--- src/rtl/multicycle_ctrl.sv ---
// Main control FSM for the multicycle MIPS datapath.
// Strobes are decoded for the state being entered and registered, so every output except pc_en_o is a clean Moore signal.
module multicycle_ctrl (
  input  logic       clk_i,
  input  logic       rst_i,
  input  logic [5:0] opcode_i,
  input  logic [5:0] funct_i,
  input  logic       zero_i,
  output logic       pc_en_o,
  output logic       iord_o,
  output logic       mem_read_o,
  output logic       mem_write_o,
  output logic       ir_write_o,
  output logic       reg_dst_o,
  output logic       mem_to_reg_o,
  output logic       reg_write_o,
  output logic       alu_src_a_o,
  output logic [1:0] alu_src_b_o,
  output logic [2:0] alu_ctrl_o,
  output logic       ext_op_o,
  output logic [1:0] pc_source_o,
  output logic [3:0] state_o
);

  typedef enum logic [3:0] {
    S_INIT = 4'd0,
    S_IF   = 4'd1,
    S_ID   = 4'd2,
    S_MA   = 4'd3,
    S_MRD  = 4'd4,
    S_MWB  = 4'd5,
    S_MWR  = 4'd6,
    S_REX  = 4'd7,
    S_RWB  = 4'd8,
    S_IEX  = 4'd9,
    S_IWB  = 4'd10,
    S_BR   = 4'd11,
    S_JMP  = 4'd12
  } state_e;

  localparam logic [5:0] OP_RTYPE = 6'b000000;
  localparam logic [5:0] OP_LW    = 6'b100011;
  localparam logic [5:0] OP_SW    = 6'b101011;
  localparam logic [5:0] OP_ADDI  = 6'b001000;
  localparam logic [5:0] OP_ANDI  = 6'b001100;
  localparam logic [5:0] OP_ORI   = 6'b001101;
  localparam logic [5:0] OP_BEQ   = 6'b000100;
  localparam logic [5:0] OP_J     = 6'b000010;

  localparam logic [5:0] FN_ADD = 6'b100000;
  localparam logic [5:0] FN_SUB = 6'b100010;
  localparam logic [5:0] FN_AND = 6'b100100;
  localparam logic [5:0] FN_OR  = 6'b100101;
  localparam logic [5:0] FN_SLT = 6'b101010;

  localparam logic [2:0] ALU_ADD = 3'b000;
  localparam logic [2:0] ALU_SUB = 3'b001;
  localparam logic [2:0] ALU_AND = 3'b010;
  localparam logic [2:0] ALU_OR  = 3'b011;
  localparam logic [2:0] ALU_SLT = 3'b100;

  typedef struct packed {
    logic       pc_write;
    logic       branch_cond;
    logic       iord;
    logic       mem_read;
    logic       mem_write;
    logic       ir_write;
    logic       reg_dst;
    logic       mem_to_reg;
    logic       reg_write;
    logic       alu_src_a;
    logic [1:0] alu_src_b;
    logic [2:0] alu_ctrl;
    logic       ext_op;
    logic [1:0] pc_source;
  } ctrl_t;

  function automatic logic rtype_valid(input logic [5:0] fn);
    logic ok;
    case (fn)
      FN_ADD, FN_SUB, FN_AND, FN_OR, FN_SLT: ok = 1'b1;
      default:                               ok = 1'b0;
    endcase
    return ok;
  endfunction

  function automatic logic [2:0] rtype_alu(input logic [5:0] fn);
    logic [2:0] op;
    case (fn)
      FN_ADD:  op = ALU_ADD;
      FN_SUB:  op = ALU_SUB;
      FN_AND:  op = ALU_AND;
      FN_OR:   op = ALU_OR;
      FN_SLT:  op = ALU_SLT;
      default: op = ALU_ADD;
    endcase
    return op;
  endfunction

  function automatic logic [2:0] imm_alu(input logic [5:0] op);
    logic [2:0] alu;
    case (op)
      OP_ANDI: alu = ALU_AND;
      OP_ORI:  alu = ALU_OR;
      default: alu = ALU_ADD;
    endcase
    return alu;
  endfunction

  // Logical immediates zero-extend; everything else that uses the extender sign-extends.
  function automatic logic imm_sign(input logic [5:0] op);
    logic sgn;
    if ((op == OP_ANDI) || (op == OP_ORI)) begin
      sgn = 1'b0;
    end else begin
      sgn = 1'b1;
    end
    return sgn;
  endfunction

  function automatic ctrl_t decode(input state_e st, input logic [5:0] op, input logic [5:0] fn);
    ctrl_t c;
    c = '0;
    case (st)
      S_IF: begin
        c.mem_read  = 1'b1;
        c.ir_write  = 1'b1;
        c.pc_write  = 1'b1;
        c.alu_src_b = 2'b01;
      end
      S_ID: begin
        c.alu_src_b = 2'b11;
        c.ext_op    = 1'b1;
      end
      S_MA: begin
        c.alu_src_a = 1'b1;
        c.alu_src_b = 2'b10;
        c.ext_op    = 1'b1;
      end
      S_MRD: begin
        c.mem_read = 1'b1;
        c.iord     = 1'b1;
      end
      S_MWB: begin
        c.reg_write  = 1'b1;
        c.mem_to_reg = 1'b1;
      end
      S_MWR: begin
        c.mem_write = 1'b1;
        c.iord      = 1'b1;
      end
      S_REX: begin
        c.alu_src_a = 1'b1;
        c.alu_ctrl  = rtype_alu(fn);
      end
      S_RWB: begin
        c.reg_write = 1'b1;
        c.reg_dst   = 1'b1;
        c.alu_ctrl  = rtype_alu(fn);
      end
      S_IEX: begin
        c.alu_src_a = 1'b1;
        c.alu_src_b = 2'b10;
        c.ext_op    = imm_sign(op);
        c.alu_ctrl  = imm_alu(op);
      end
      S_IWB: begin
        c.reg_write = 1'b1;
        c.ext_op    = imm_sign(op);
        c.alu_ctrl  = imm_alu(op);
      end
      S_BR: begin
        c.alu_src_a   = 1'b1;
        c.alu_ctrl    = ALU_SUB;
        c.branch_cond = 1'b1;
        c.pc_source   = 2'b01;
      end
      S_JMP: begin
        c.pc_write  = 1'b1;
        c.pc_source = 2'b10;
      end
      default: c = '0;
    endcase
    return c;
  endfunction

  state_e state_q, state_d;
  ctrl_t  ctrl_q, ctrl_d;

  // Next-state selection; opcode and funct are held stable by the IR from ID onward.
  always_comb begin
    state_d = S_IF;
    case (state_q)
      S_INIT: state_d = S_IF;
      S_IF:   state_d = S_ID;
      S_ID: begin
        case (opcode_i)
          OP_RTYPE:                 state_d = S_REX;
          OP_LW, OP_SW:             state_d = S_MA;
          OP_ADDI, OP_ANDI, OP_ORI: state_d = S_IEX;
          OP_BEQ:                   state_d = S_BR;
          OP_J:                     state_d = S_JMP;
          default:                  state_d = S_IF;
        endcase
      end
      S_MA: begin
        if (opcode_i == OP_SW) begin
          state_d = S_MWR;
        end else begin
          state_d = S_MRD;
        end
      end
      S_MRD: state_d = S_MWB;
      S_REX: begin
        if (rtype_valid(funct_i)) begin
          state_d = S_RWB;
        end else begin
          state_d = S_IF;
        end
      end
      S_IEX:   state_d = S_IWB;
      default: state_d = S_IF;
    endcase
  end

  // Output decode for the state about to be entered.
  always_comb begin
    ctrl_d = decode(state_d, opcode_i, funct_i);
  end

  // State and registered strobes.
  always_ff @(posedge clk_i or posedge rst_i) begin
    if (rst_i) begin
      state_q <= S_INIT;
      ctrl_q  <= '0;
    end else begin
      state_q <= state_d;
      ctrl_q  <= ctrl_d;
    end
  end

  assign pc_en_o      = ctrl_q.pc_write | (ctrl_q.branch_cond & zero_i);
  assign iord_o       = ctrl_q.iord;
  assign mem_read_o   = ctrl_q.mem_read;
  assign mem_write_o  = ctrl_q.mem_write;
  assign ir_write_o   = ctrl_q.ir_write;
  assign reg_dst_o    = ctrl_q.reg_dst;
  assign mem_to_reg_o = ctrl_q.mem_to_reg;
  assign reg_write_o  = ctrl_q.reg_write;
  assign alu_src_a_o  = ctrl_q.alu_src_a;
  assign alu_src_b_o  = ctrl_q.alu_src_b;
  assign alu_ctrl_o   = ctrl_q.alu_ctrl;
  assign ext_op_o     = ctrl_q.ext_op;
  assign pc_source_o  = ctrl_q.pc_source;
  assign state_o      = state_q;

endmodule

--- config.mk ---
export PLATFORM = sky130hd
export DESIGN_NAME = multicycle_ctrl
export DESIGN_NICKNAME = d
export VERILOG_FILES = /design/src/rtl/multicycle_ctrl.sv
export SDC_FILE = /design/constraint.sdc
export NUM_CORES = 1
export LEC_CHECK = 0
export CORE_MARGIN = 5
export CORE_UTILIZATION = 46
export DETAILED_ROUTE_END_ITERATION = 8
export PLACE_DENSITY_LB_ADDON = 0.15
export RECOVER_POWER = 100
export SETUP_SLACK_MARGIN = 0.2
export SLEW_MARGIN = 20
export SYNTH_ARGS = -nofsm -noshare
export SYNTH_HDL_FRONTEND = slang
export SYNTH_SLANG_ARGS = --single-unit
--- constraint.sdc ---
create_clock -name clk_i -period 2 [get_ports clk_i]
set_input_delay 0.4 -clock clk_i [delete_from_list [all_inputs] [get_ports clk_i]]
set_output_delay 0.4 -clock clk_i [all_outputs]
set_load 0.05 [all_outputs]
==> impl_metrics.json <==
{
  "finalPower_mw": 2.22,
  "arrival_ps": 2100,
  "setup_viol": 0,
  "grt_usage_pct": 18.9,
  "vias": 1150,
  "grt_max_degree": 22,
  "min_path_type": "input port to flip-flop",
  "synth.top_cell.area_share_pct": 44.8,
  "layout.nets": 191,
  "relSlewSlack_pct": 26.4,
  "worstSetupStartpointType": "flip-flop",
  "grt_pass1_vias": 1163,
  "final_design_area_no_fill_um2": 1800,
  "p_leak_nw": 0.936,
  "ant_nets": 0,
  "hold_depth": 4,
  "first_pass_iters": 6,
  "cts-root-buf": "clkbuf_4",
  "gp_congestion": 0.831,
  "layout.cells.most_common_list": "buf_4 (35), dlygate4sd2_1 (22), dfrtp_1 (20)",
  "skew_ps": 16.9,
  "ys_warn_count": 0,
  "cts_buffer_depth": 2,
  "slew_violations": 0,
  "cts_buffers": 3,
  "clkLatencyLatePin_ps": 300,
  "power_density_nw_per_um2": 1230,
  "num_io_pins": 36,
  "initial_core_util_pct": 47.8,
  "cts.sinks": 21,
  "utilization_pct": 73.5,
  "first_iter_violations": 23,
  "wirelength_um": 3310,
  "die_y_um": 60.5,
  "cts.clk_slew.worst_paths_ps": 130,
  "rsz0062_at_grt": "true",
  "grt_pass1_wl_um": 5200,
  "yosysTopAreaCell": "dfrtp_1",
  "hold_viol_final": 0,
  "synthArstFlopShare_pct": 100,
  "numPortBuffers": 35,
  "layout_commonest_cell": "buf_4",
  "maxCapViolCount": 0,
  "htreeDepth": 1,
  "grt_overflow": 0,
  "critPathMaxFanout": 6,
  "synth_area_leaders": "dfrtp_1 (45%), buf_4 (5.8%), nor2_1 (2.6%)",
  "synth_edf_count": 0,
  "layout_setup_ws_ps": 132,
  "ys_seq_area_share_pct": 44.8,
  "placed_cell_area_um2": 1660,
  "synth.distinct_cells": 47,
  "wl_per_cell_um": 16.2,
  "area_growth_pct": 53.7,
  "tightest_slew_ps": 1100,
  "via_per_inst": 5.61,
  "synth.net_count": 124,
  "post-route-period-util_pct": 93.4,
  "design.die.area_um2": 3660,
  "vdd_drop_max_mv": 0.947,
  "r2r_cells": 5,
  "ys.flop_type": "dfrtp_1",
  "core_um2": 2450,
  "dp_slack_ps": -265,
  "min_period_ps": 1870,
  "drc": 0,
  "diodes": 0,
  "dpl.hpwl_um": 2220,
  "syn_avg_cell_area_um2": 10.8,
  "layout-drive-gt1-share_pct": 38.9,
  "cts_tree": "done",
  "syn-instance-count": 109,
  "outcome": "complete, no violations",
  "syn_area_um2": 1170,
  "antenna_found_initial": 0,
  "fmax_mhz": 535,
  "critical_path_class": "flip-flop to flip-flop",
  "cp-end-kind": "flip-flop",
  "die_x_um": 60.5,
  "rows": 18,
  "ys_seq_elements": 21,
  "crit_required_ps": 2230
}
final timing paths:
kind	from	to	slack [ps]
min in group asynchronous	rst_i	ctrl_q[17]$_DFF_PP0_	870
min	funct_i[3]	alu_ctrl_o[2]$_DFF_PP0_	510
min reg2reg	state_o[3]$_DFF_PP0_	mem_to_reg_o$_DFF_PP0_	700
max	state_o[0]$_DFF_PP0_	alu_ctrl_o[0]$_DFF_PP0_	130
max in group asynchronous	rst_i	state_o[3]$_DFF_PP0_	380
max reg2reg	state_o[0]$_DFF_PP0_	alu_ctrl_o[0]$_DFF_PP0_	130
cell families (layout without fill, tap and decap cells):
| group | after synthesis | in the layout | synth area share (%) |
|---|---|---|---|
| buffers and inverters | 18 | 84 | 10.0 |
| and+or+nand+nor | 46 | 46 | 27.0 |
| AOI/OAI and AO/OA | 22 | 22 | 16.6 |
| muxes | 1 | 1 | 0.853 |
| xor gates and xnor gates | 1 | 1 | 0.746 |
| DFF | 21 | 21 | 44.8 |
synth_stat cells, types with 2 or more instances:
cell type / n
a21oi_1: 5
a31oi_1: 2
buf_4: 9
buf_6: 2
dfrtp_1: 21
inv_1: 6
nand2_1: 5
nand2b_1: 4
nor2_1: 8
nor3_1: 5
nor3b_1: 2
nor4b_1: 3
o211ai_1: 2
or4_4: 2
where the power goes:
part	internal, mW	leakage [nW]	total [mW]	switching (mW)
clock	0.0775	0.0150	0.202	0.125
combinational	0.535	0.649	1.39	0.858
sequential	0.540	0.272	0.624	0.0838
critical path, cell delays in order (launching register included):
cell and delay [ps]:
dfrtp_1 480, nor4b_4 360, o211a_1 240, a211oi_4 90
or4_4 510, o221ai_2 140
cell type report:
| class | count | area, µm² |
|---|---|---|
| inverters | 6 | 22.5 |
| well taps | 30 | 37.5 |
| clock buffers | 4 | 26.3 |
| fillers | 187 | 651 |
| multi-input cells | 70 | 594 |
| flip-flops and latches | 21 | 527 |
| repair buffers | 74 | 597 |
registers in the layout, indices dropped and copies added (netlist names), 2 cells and up:
| register | count |
|---|---|
| state_o | 4 |
| alu_ctrl_o | 3 |
| alu_src_b_o | 2 |
| pc_source_o | 2 |
layer usage:
metal | wire length (µm) | vias up | global-route usage [%]
met5 | 0 | - | 0
met4 | 127 | 0 | 8.36
met3 | 183 | 13 | 3.40
met2 | 1720 | 38 | 33.3
met1 | 1280 | 577 | 22.6
li1 | - | 522 | -
metrics by stage:
step,cells,TNS (ps),hold WS (ps)
floorplan,109,0,376
global placement,187,-1770,592
detailed placement,187,-2400,598
CTS,202,0,426
global route,205,0,540
finish,205,0,508
timing repair:
item                       CTS  global route
pin swaps                    7            10
setup endpoints to repair   27            12
resized for setup           27            17
setup buffers               11             3
hold buffers                 0             0
Note: power is estimated with default switching activity, not from simulation.
